## src/rtl/lc3b_hazard_unit.sv

```systemverilog
// lc3b_hazard_unit
//   Forwarding and load-use hazard unit for the LC-3b pipeline. A shift
//   scoreboard records, for every post-decode stage 1..STAGES, whether the
//   stage holds a valid instruction, its destination register, whether that
//   instruction writes the register, and whether it is a load.
//   For each decode source the youngest in-flight writer of that register is
//   located. If its result already exists, the source is forwarded from that
//   stage. If it does not yet exist (a load still too close to EX), decode is
//   stalled and a bubble is inserted.
//
// Ports
//   clk, reset_n              clock, asynchronous active-low reset
//   id_valid                  decode holds a valid instruction
//   id_sr1 / id_sr1_used      source 1 index and read enable
//   id_sr2 / id_sr2_used      source 2 index and read enable
//   id_dr / id_wr             destination index and write enable
//   id_is_load                instruction is LDR/LDB/LDI
//   pipe_hold                 downstream freeze; the scoreboard does not move
//   flush                     squash decode and stage 1
//   fwd_sel1 / fwd_sel2       0 = regfile, k = result of stage k
//   stall                     hold fetch/decode and insert a bubble
//   stall_cnt                 saturating count of stall cycles
module lc3b_hazard_unit #(
  parameter int STAGES   = 2,
  parameter int LOAD_LAT = 1,
  parameter int REG_W    = 3,
  parameter int CNT_W    = 16,
  parameter int SEL_W    = $clog2(STAGES + 1)
) (
  input  logic             clk,
  input  logic             reset_n,
  input  logic             id_valid,
  input  logic [REG_W-1:0] id_sr1,
  input  logic             id_sr1_used,
  input  logic [REG_W-1:0] id_sr2,
  input  logic             id_sr2_used,
  input  logic [REG_W-1:0] id_dr,
  input  logic             id_wr,
  input  logic             id_is_load,
  input  logic             pipe_hold,
  input  logic             flush,
  output logic [SEL_W-1:0] fwd_sel1,
  output logic [SEL_W-1:0] fwd_sel2,
  output logic             stall,
  output logic [CNT_W-1:0] stall_cnt
);

  // Scoreboard: index k is pipeline stage k (1 = EX).
  logic [STAGES:1] sb_v;
  logic [STAGES:1] sb_wr;
  logic [STAGES:1] sb_ld;
  logic [REG_W-1:0] sb_dr [1:STAGES];

  logic hazard1;
  logic hazard2;

  // Handshake: decode presents an instruction with id_valid; it is accepted
  // into stage 1 on a clock edge where id_valid && !stall && !flush &&
  // !pipe_hold. While stall is high, decode must hold the same instruction.

  // Source lookup. Stages are scanned from oldest to youngest so that the
  // youngest match overwrites any older one. An unready youngest match
  // clears the select, so an older (stale) value is never forwarded.
  always_comb begin
    fwd_sel1 = '0;
    hazard1  = 1'b0;
    fwd_sel2 = '0;
    hazard2  = 1'b0;
    for (int k = STAGES; k >= 1; k--) begin
      if (id_valid && id_sr1_used && sb_v[k] && sb_wr[k] && (sb_dr[k] == id_sr1)) begin
        if (!sb_ld[k] || (k > LOAD_LAT)) begin
          fwd_sel1 = SEL_W'(k);
          hazard1  = 1'b0;
        end else begin
          fwd_sel1 = '0;
          hazard1  = 1'b1;
        end
      end
      if (id_valid && id_sr2_used && sb_v[k] && sb_wr[k] && (sb_dr[k] == id_sr2)) begin
        if (!sb_ld[k] || (k > LOAD_LAT)) begin
          fwd_sel2 = SEL_W'(k);
          hazard2  = 1'b0;
        end else begin
          fwd_sel2 = '0;
          hazard2  = 1'b1;
        end
      end
    end
  end

  // A flushed instruction in decode is discarded anyway, so it cannot stall.
  assign stall = (hazard1 || hazard2) && !flush;

  always_ff @(posedge clk or negedge reset_n) begin
    if (!reset_n) begin
      sb_v      <= '0;
      sb_wr     <= '0;
      sb_ld     <= '0;
      stall_cnt <= '0;
      for (int k = 1; k <= STAGES; k++) begin
        sb_dr[k] <= '0;
      end
    end else if (!pipe_hold) begin
      // Shift older stages; on flush the instruction leaving stage 1 was on
      // the wrong path and is dropped rather than moved into stage 2.
      for (int k = STAGES; k >= 2; k--) begin
        sb_v[k]  <= sb_v[k-1] && !(flush && (k == 2));
        sb_wr[k] <= sb_wr[k-1];
        sb_ld[k] <= sb_ld[k-1];
        sb_dr[k] <= sb_dr[k-1];
      end
      sb_v[1]  <= id_valid && !stall && !flush;
      sb_wr[1] <= id_wr;
      sb_ld[1] <= id_is_load;
      sb_dr[1] <= id_dr;

      if (stall && (stall_cnt != {CNT_W{1'b1}})) begin
        stall_cnt <= stall_cnt + CNT_W'(1);
      end
    end
  end

endmodule

```

## config.mk

```make
export PLATFORM = sky130hd
export DESIGN_NAME = lc3b_hazard_unit
export DESIGN_NICKNAME = d
export VERILOG_FILES = /design/src/rtl/lc3b_hazard_unit.sv
export SDC_FILE = /design/constraint.sdc
export NUM_CORES = 1
export LEC_CHECK = 0
export BUFFER_PORTS_ARGS = -buffer_cell sky130_fd_sc_hd__buf_2
export CORE_UTILIZATION = 52
export DETAILED_ROUTE_END_ITERATION = 10
export HOLD_SLACK_MARGIN = 0.06
export PLACE_DENSITY_LB_ADDON = 0.08
export SLEW_MARGIN = 10
export SYNTH_ARGS = -nofsm -noshare
export SYNTH_HDL_FRONTEND = slang
export SYNTH_SLANG_ARGS = --single-unit
```

## constraint.sdc

```tcl
create_clock -name clk -period 2.1 [get_ports clk]
set_input_delay 0.42 -clock clk [delete_from_list [all_inputs] [get_ports clk]]
set_output_delay 0.42 -clock clk [all_outputs]
set_load 0.02 [all_outputs]
```

# --- After elaboration in Yosys (flattened, before gate mapping) ---
# Cells that the tools add are included.
op_classes:
  eq_ne: 5
  bitwise: 1
  muxes: 8
  add_sub_neg: 1
  n_reduce_logical: 23
ops:
  columns: ["op", "count"]
  rows:
  - ["$logic_and A1 B1 Y1", 19]
  - ["$add A16 B1 Y16 const B", 1]
  - ["$ne A16 B16 Y1 const B", 1]
  - ["$eq A3 B3 Y1", 4]
  - ["$mux W2", 4]
  - ["$mux W1", 4]
  - ["$logic_not A1 Y1", 2]
  - ["$reduce_and A2 Y1", 1]
  - ["$logic_or A1 B1 Y1", 1]
  - ["$not A1 Y1", 1]
word_totals:
  inputBits: 18
  output_inout_bits: 21
  elab_cells: 44
  reg_bits: 27

# --- Logic depth before layout (Yosys ltp) ---
logic_depth:
  word_depth: 10
  mapped_depth: 6
  depth_no_buf: 6

# --- Worst setup path before layout ---
# No wires, ideal clock.
synth_timing:
  kind: "register to register"
  start: "register stall_cnt[0]"
  end: "register stall_cnt[1]"
  n_path_buf: 0
  t_arrival_ns: 1.910
  required_ns: 1.975
  path_stages_with_launch: 7
  setup_ns: 0.125
  setup_slack_ns: 0.065
  synth_period_minus_slack_ns: 2.035
  path_cell_list: "dfrtp_1 > ha_1 > and4_1 > nand4_1 > nor2_1 > or3_4 > mux2_4"
synth_via:
  elab_chain_cells: 3
  word_cells_on_any_way: 4
  classes_between: "add/sub (1); eq/ne (1); reduce/logical (2)"
synth_lines:
  columns: ["item", "line", "rtl"]
  rows:
  - ["start, declared", "45", "output logic [CNT_W-1:0] stall_cnt"]
  - ["start signal, assigned", "118", "stall_cnt <= stall_cnt + CNT_W'(1);"]
  - ["branches (longest 3 deep; another with $add A16 B1 Y16)", null, null]
# Several ways; the timed one is not identified.
# A chain may end at the register's enable or synchronous reset.

# --- Worst setup path after layout ---
layout_timing:
  start: "register sb_dr[3] (netlist bit)"
  end: "output port fwd_sel2[1]"
layout_via:
  elab_chain_cells: 3
layout_lines:
  columns: ["item", "line", "rtl"]
  rows:
  - ["start, declared", "52", "logic [REG_W-1:0] sb_dr [1:STAGES];"]
  - ["start signal, assigned by index", "110", "sb_dr[k] <= sb_dr[k-1];"]
  - ["$eq A3 B3 Y1", "79", "if (id_valid && id_sr2_used && sb_v[k] && sb_wr[k] && (sb_dr[k] == id_sr2)) begin"]
  - ["$logic_and A1 B1 Y1", "79", null]
  - ["$mux W2", "79", null]
  - ["end, declared", "43", "output logic [SEL_W-1:0] fwd_sel2,"]
# No other way between the ends.

==> summary.md <==
| Metric | Value |
|---|---|
| Tmin final | 2070 ps |
| Peak supply drop | 0.5016 mV |
| Mapped cell area | roughly 0.0015 mm2 |
| CP cell instances | xor2_1 -> nor4_4 -> nor4_1 -> buf_2 |
| FMAX | a little under 500 MHz |
| Syn Area/Cell | 11.64 um2 |
| Post-route setup TNS | 0 ps |
| First-pass GRT wire length | 5340 um |
| Detailed Routing Iterations Pass 1 | 4 |
| Crit path capture type | primary output |
| Critical Path Start | sb_dr[3] |
| Die H | roughly 55 um |
| H-tree depth | 1 |
| Largest net degree at the start of global routing | 28 |
| Worst reg2reg path startpoint | sb_dr[3] |
| Overall Global Routing Usage | a little over a fifth |
| Share of cells above drive strength 1 | between 40% and 50% |
| Worst skew pair latency | approximately 320 ps |
| Mapped Cells | around 130 |
| Antenna Nets Post-Route | 0 |
| Final Hold Fails | 0 |
| Routed vias | 1143 |
| Initial Util | between 50% and 60% |
| PwrDens | between 500 and 600 mW/mm2 |
| Initial antenna violation count | 0 |
| RSZ-0062 raised after global routing | true |
| N_diodes | 0 |
| Crit-path max FO | 4 |
| RePlAce Congestion | around 0.8 |
| Worst slew margin | approximately 60% |
| Clk sinks | 27 |
| CP arrival | around 1700 ps |
| Yosys Warn Count | 0 |
| Required @ worst endpoint | roughly 1700 ps |
| Die area | approximately 0.0031 mm2 |
| Layout Utilization | approximately 70% |
| Slew @ Worst Pin | between 600 and 700 ps |
| Slowest Stage Delay on Critical Path | 470 ps |
| CTS Buffer Depth | 2 |
| Mapped Nets | between 100 and 150 |
| HP Class | in2async |
| DRT iter0 DRCs | 33 |
| CTS Root Cell | clkbuf_4 |
| Port Buffers | 38 |
| Max cap viols | 0 |
| CP max stage cell | dfrtp_2 |
| Vias in the first global route | between 1000 and 1500 |
| Final nets | about 200 |
| Critical Path Source Type | register |
| Layout area overhead | 23.37% |
| Hold_buf cts | 0 |
| Setup Skew | roughly 9.0 ps |
| LEAKAGE | between 0.9 and 1 nW |
| Vias per cell | around 5.5 |
| Cell variety after synth | 28 |
| Worst-path clk slew | roughly 150 ps |
| CP Class | reg2out |
| Slew Limit Fails | 0 |
| I/O pin cnt | 39 |
| CTS tree | built |
| Post-synthesis sequential area ratio | between 40% and 50% |
| GRT overflow | 0 |
| Number of core rows | 18 |
| Num CTS Buffers | 3 |
| Endpoints failing setup | 0 |
| Final period util | a little over nine tenths |
| Routed Wire Length | 3123 um |
| Die Span X | between 50 and 60 um |
| Hold slack | 85.24 ps |
| Remaining DRCs | 0 |
| Core area | between 0.002 and 0.003 mm2 |
| Run status | completed |
| Post-DP HPWL | approximately 2300 um |
| Yosys reg bits | 27 |
| Routed length per instance | 15.16 um |
## power breakdown
group          switching (W)  total, W  internal [W]
combinational      0.0000663  0.000129     0.0000629
sequential         0.0000274  0.000573      0.000546
clock               0.000149  0.000223     0.0000743
## flip-flops by register name, summed over array words and instances (netlist names)
register / flops
sb_wr: 2
sb_dr: 6
stall_cnt: 16
sb_ld: 1
sb_v: 2
## metrics by stage
stage          instances  setup WS, ps  area, um2  total power, W
6_report             206         29.66       1823       0.0009257
5_1_grt              206        -57.72       1823       0.0009748
4_1_cts              205        0.5265       1784       0.0009386
3_5_place_dp         201         49.07       1758       0.0007114
3_3_place_gp         201         124.7       1758       0.0007029
2_1_floorplan        127         64.94       1478       0.0006563
## synthesized netlist by cell type
library cell	count	area, um2
dfrtp_1	27	675.7
xor2_1	22	192.7
mux2_2	9	101.4
nand2_1	9	33.78
nand4_1	9	56.30
nor4_1	7	43.79
nor4_2	6	75.07
xnor2_1	5	43.79
nand3_1	4	20.02
and4_1	3	26.28
nor2b_1	3	18.77
buf_1	2	7.510
inv_1	2	7.510
nand4b_1	2	17.52
nor3_1	2	10.01
nor4_4	2	42.54
o21ai_0	2	10.01
and3_1	1	6.260
buf_6	1	11.26
clkbuf_1	1	3.750
ha_1	1	12.51
mux2_4	1	15.01
nand2b_1	1	6.260
nand3b_1	1	7.510
nor2_1	1	3.750
nor4b_1	1	8.760
o21ai_2	1	8.760
or3_4	1	11.26
## cells in the final DEF, fill, tap and decap left out
cell      instances
and3_1            1
and4_1            3
buf_2            35
buf_4            13
buf_6             1
clkbuf_1          1
clkbuf_4          3
dfrtp_1          26
dfrtp_2           1
ha_1              1
inv_1             2
mux2_2            9
mux2_4            1
nand2_1           9
nand2b_1          1
nand3_1           3
nand3_2           1
nand3b_1          1
nand4_1           9
nand4b_1          2
nor2_1            1
nor2b_1           3
nor3_1            2
nor4_1            6
nor4_2            7
nor4_4            2
nor4b_1           1
o21ai_0           2
o21ai_2           1
or3_4             1
xnor2_1           5
xor2_1           21
xor2_2            1
## what timing repair did
item                                    in CTS  in global routing
cloned                                       0                  0
gates resized for setup                      0                  8
setup buffers                                0                  1
pin swaps                                    2                  4
endpoints found under the setup margin       4                  6
## cells by family (layout without fill, tap and decap cells)
group / Yosys count / in the layout / synth area share (%)
and+or+nand+nor: 53 / 53 / 26.25
adders and majority gates: 1 / 1 / 0.8466
DFF: 27 / 27 / 45.72
xor gates and xnor gates: 27 / 27 / 16.00
AOI/OAI and AO/OA: 3 / 3 / 1.270
buffers and inverters: 6 / 55 / 2.032
muxes: 10 / 10 / 7.875
## per-layer routing
layer / part of all wire (%) / global-route usage, % / vias to the layer above
li1: - / - / 561
met1: 48 / 34.00 / 546
met2: 47 / 32.87 / 34
met3: 4.4 / 2.108 / 2
met4: 0.51 / 5.357 / 0
met5: 0 / 0 / -
## cell type report
cell class,count,area [um2]
Multi-Input combinational cell,94,790.8
Fill cell,194,767.0
Sequential cell,27,676.9
Timing Repair Buffer,49,284.0
Tap cell,30,37.54
Clock buffer,4,26.28
Inverter,2,7.507
## path summary, 6_finish.rpt
| check | to | slack, ps | depth (start not counted) |
|---|---|---|---|
| setup / recovery | fwd_sel2[1] | 30 | 4 |
| hold / removal | stall_cnt[15] | 90 | 1 |
| setup reg to reg | stall_cnt[1] | 70 | 6 |
| hold reg to reg | stall_cnt[15] | 500 | 1 |
| max in group asynchronous | sb_dr[3] | 1580 | 1 |
| min in group clk | sb_dr[3] | 330 | 2 |
## critical path, delay by kind of cell, from the launching register on
kind | cells | cell delay (ps)
DFF | 1 | 470
and+or+nand+nor | 2 | 380
xor gates and xnor gates | 1 | 270
buffers and inverters | 1 | 210
Note: power is estimated with default switching activity, not from simulation.
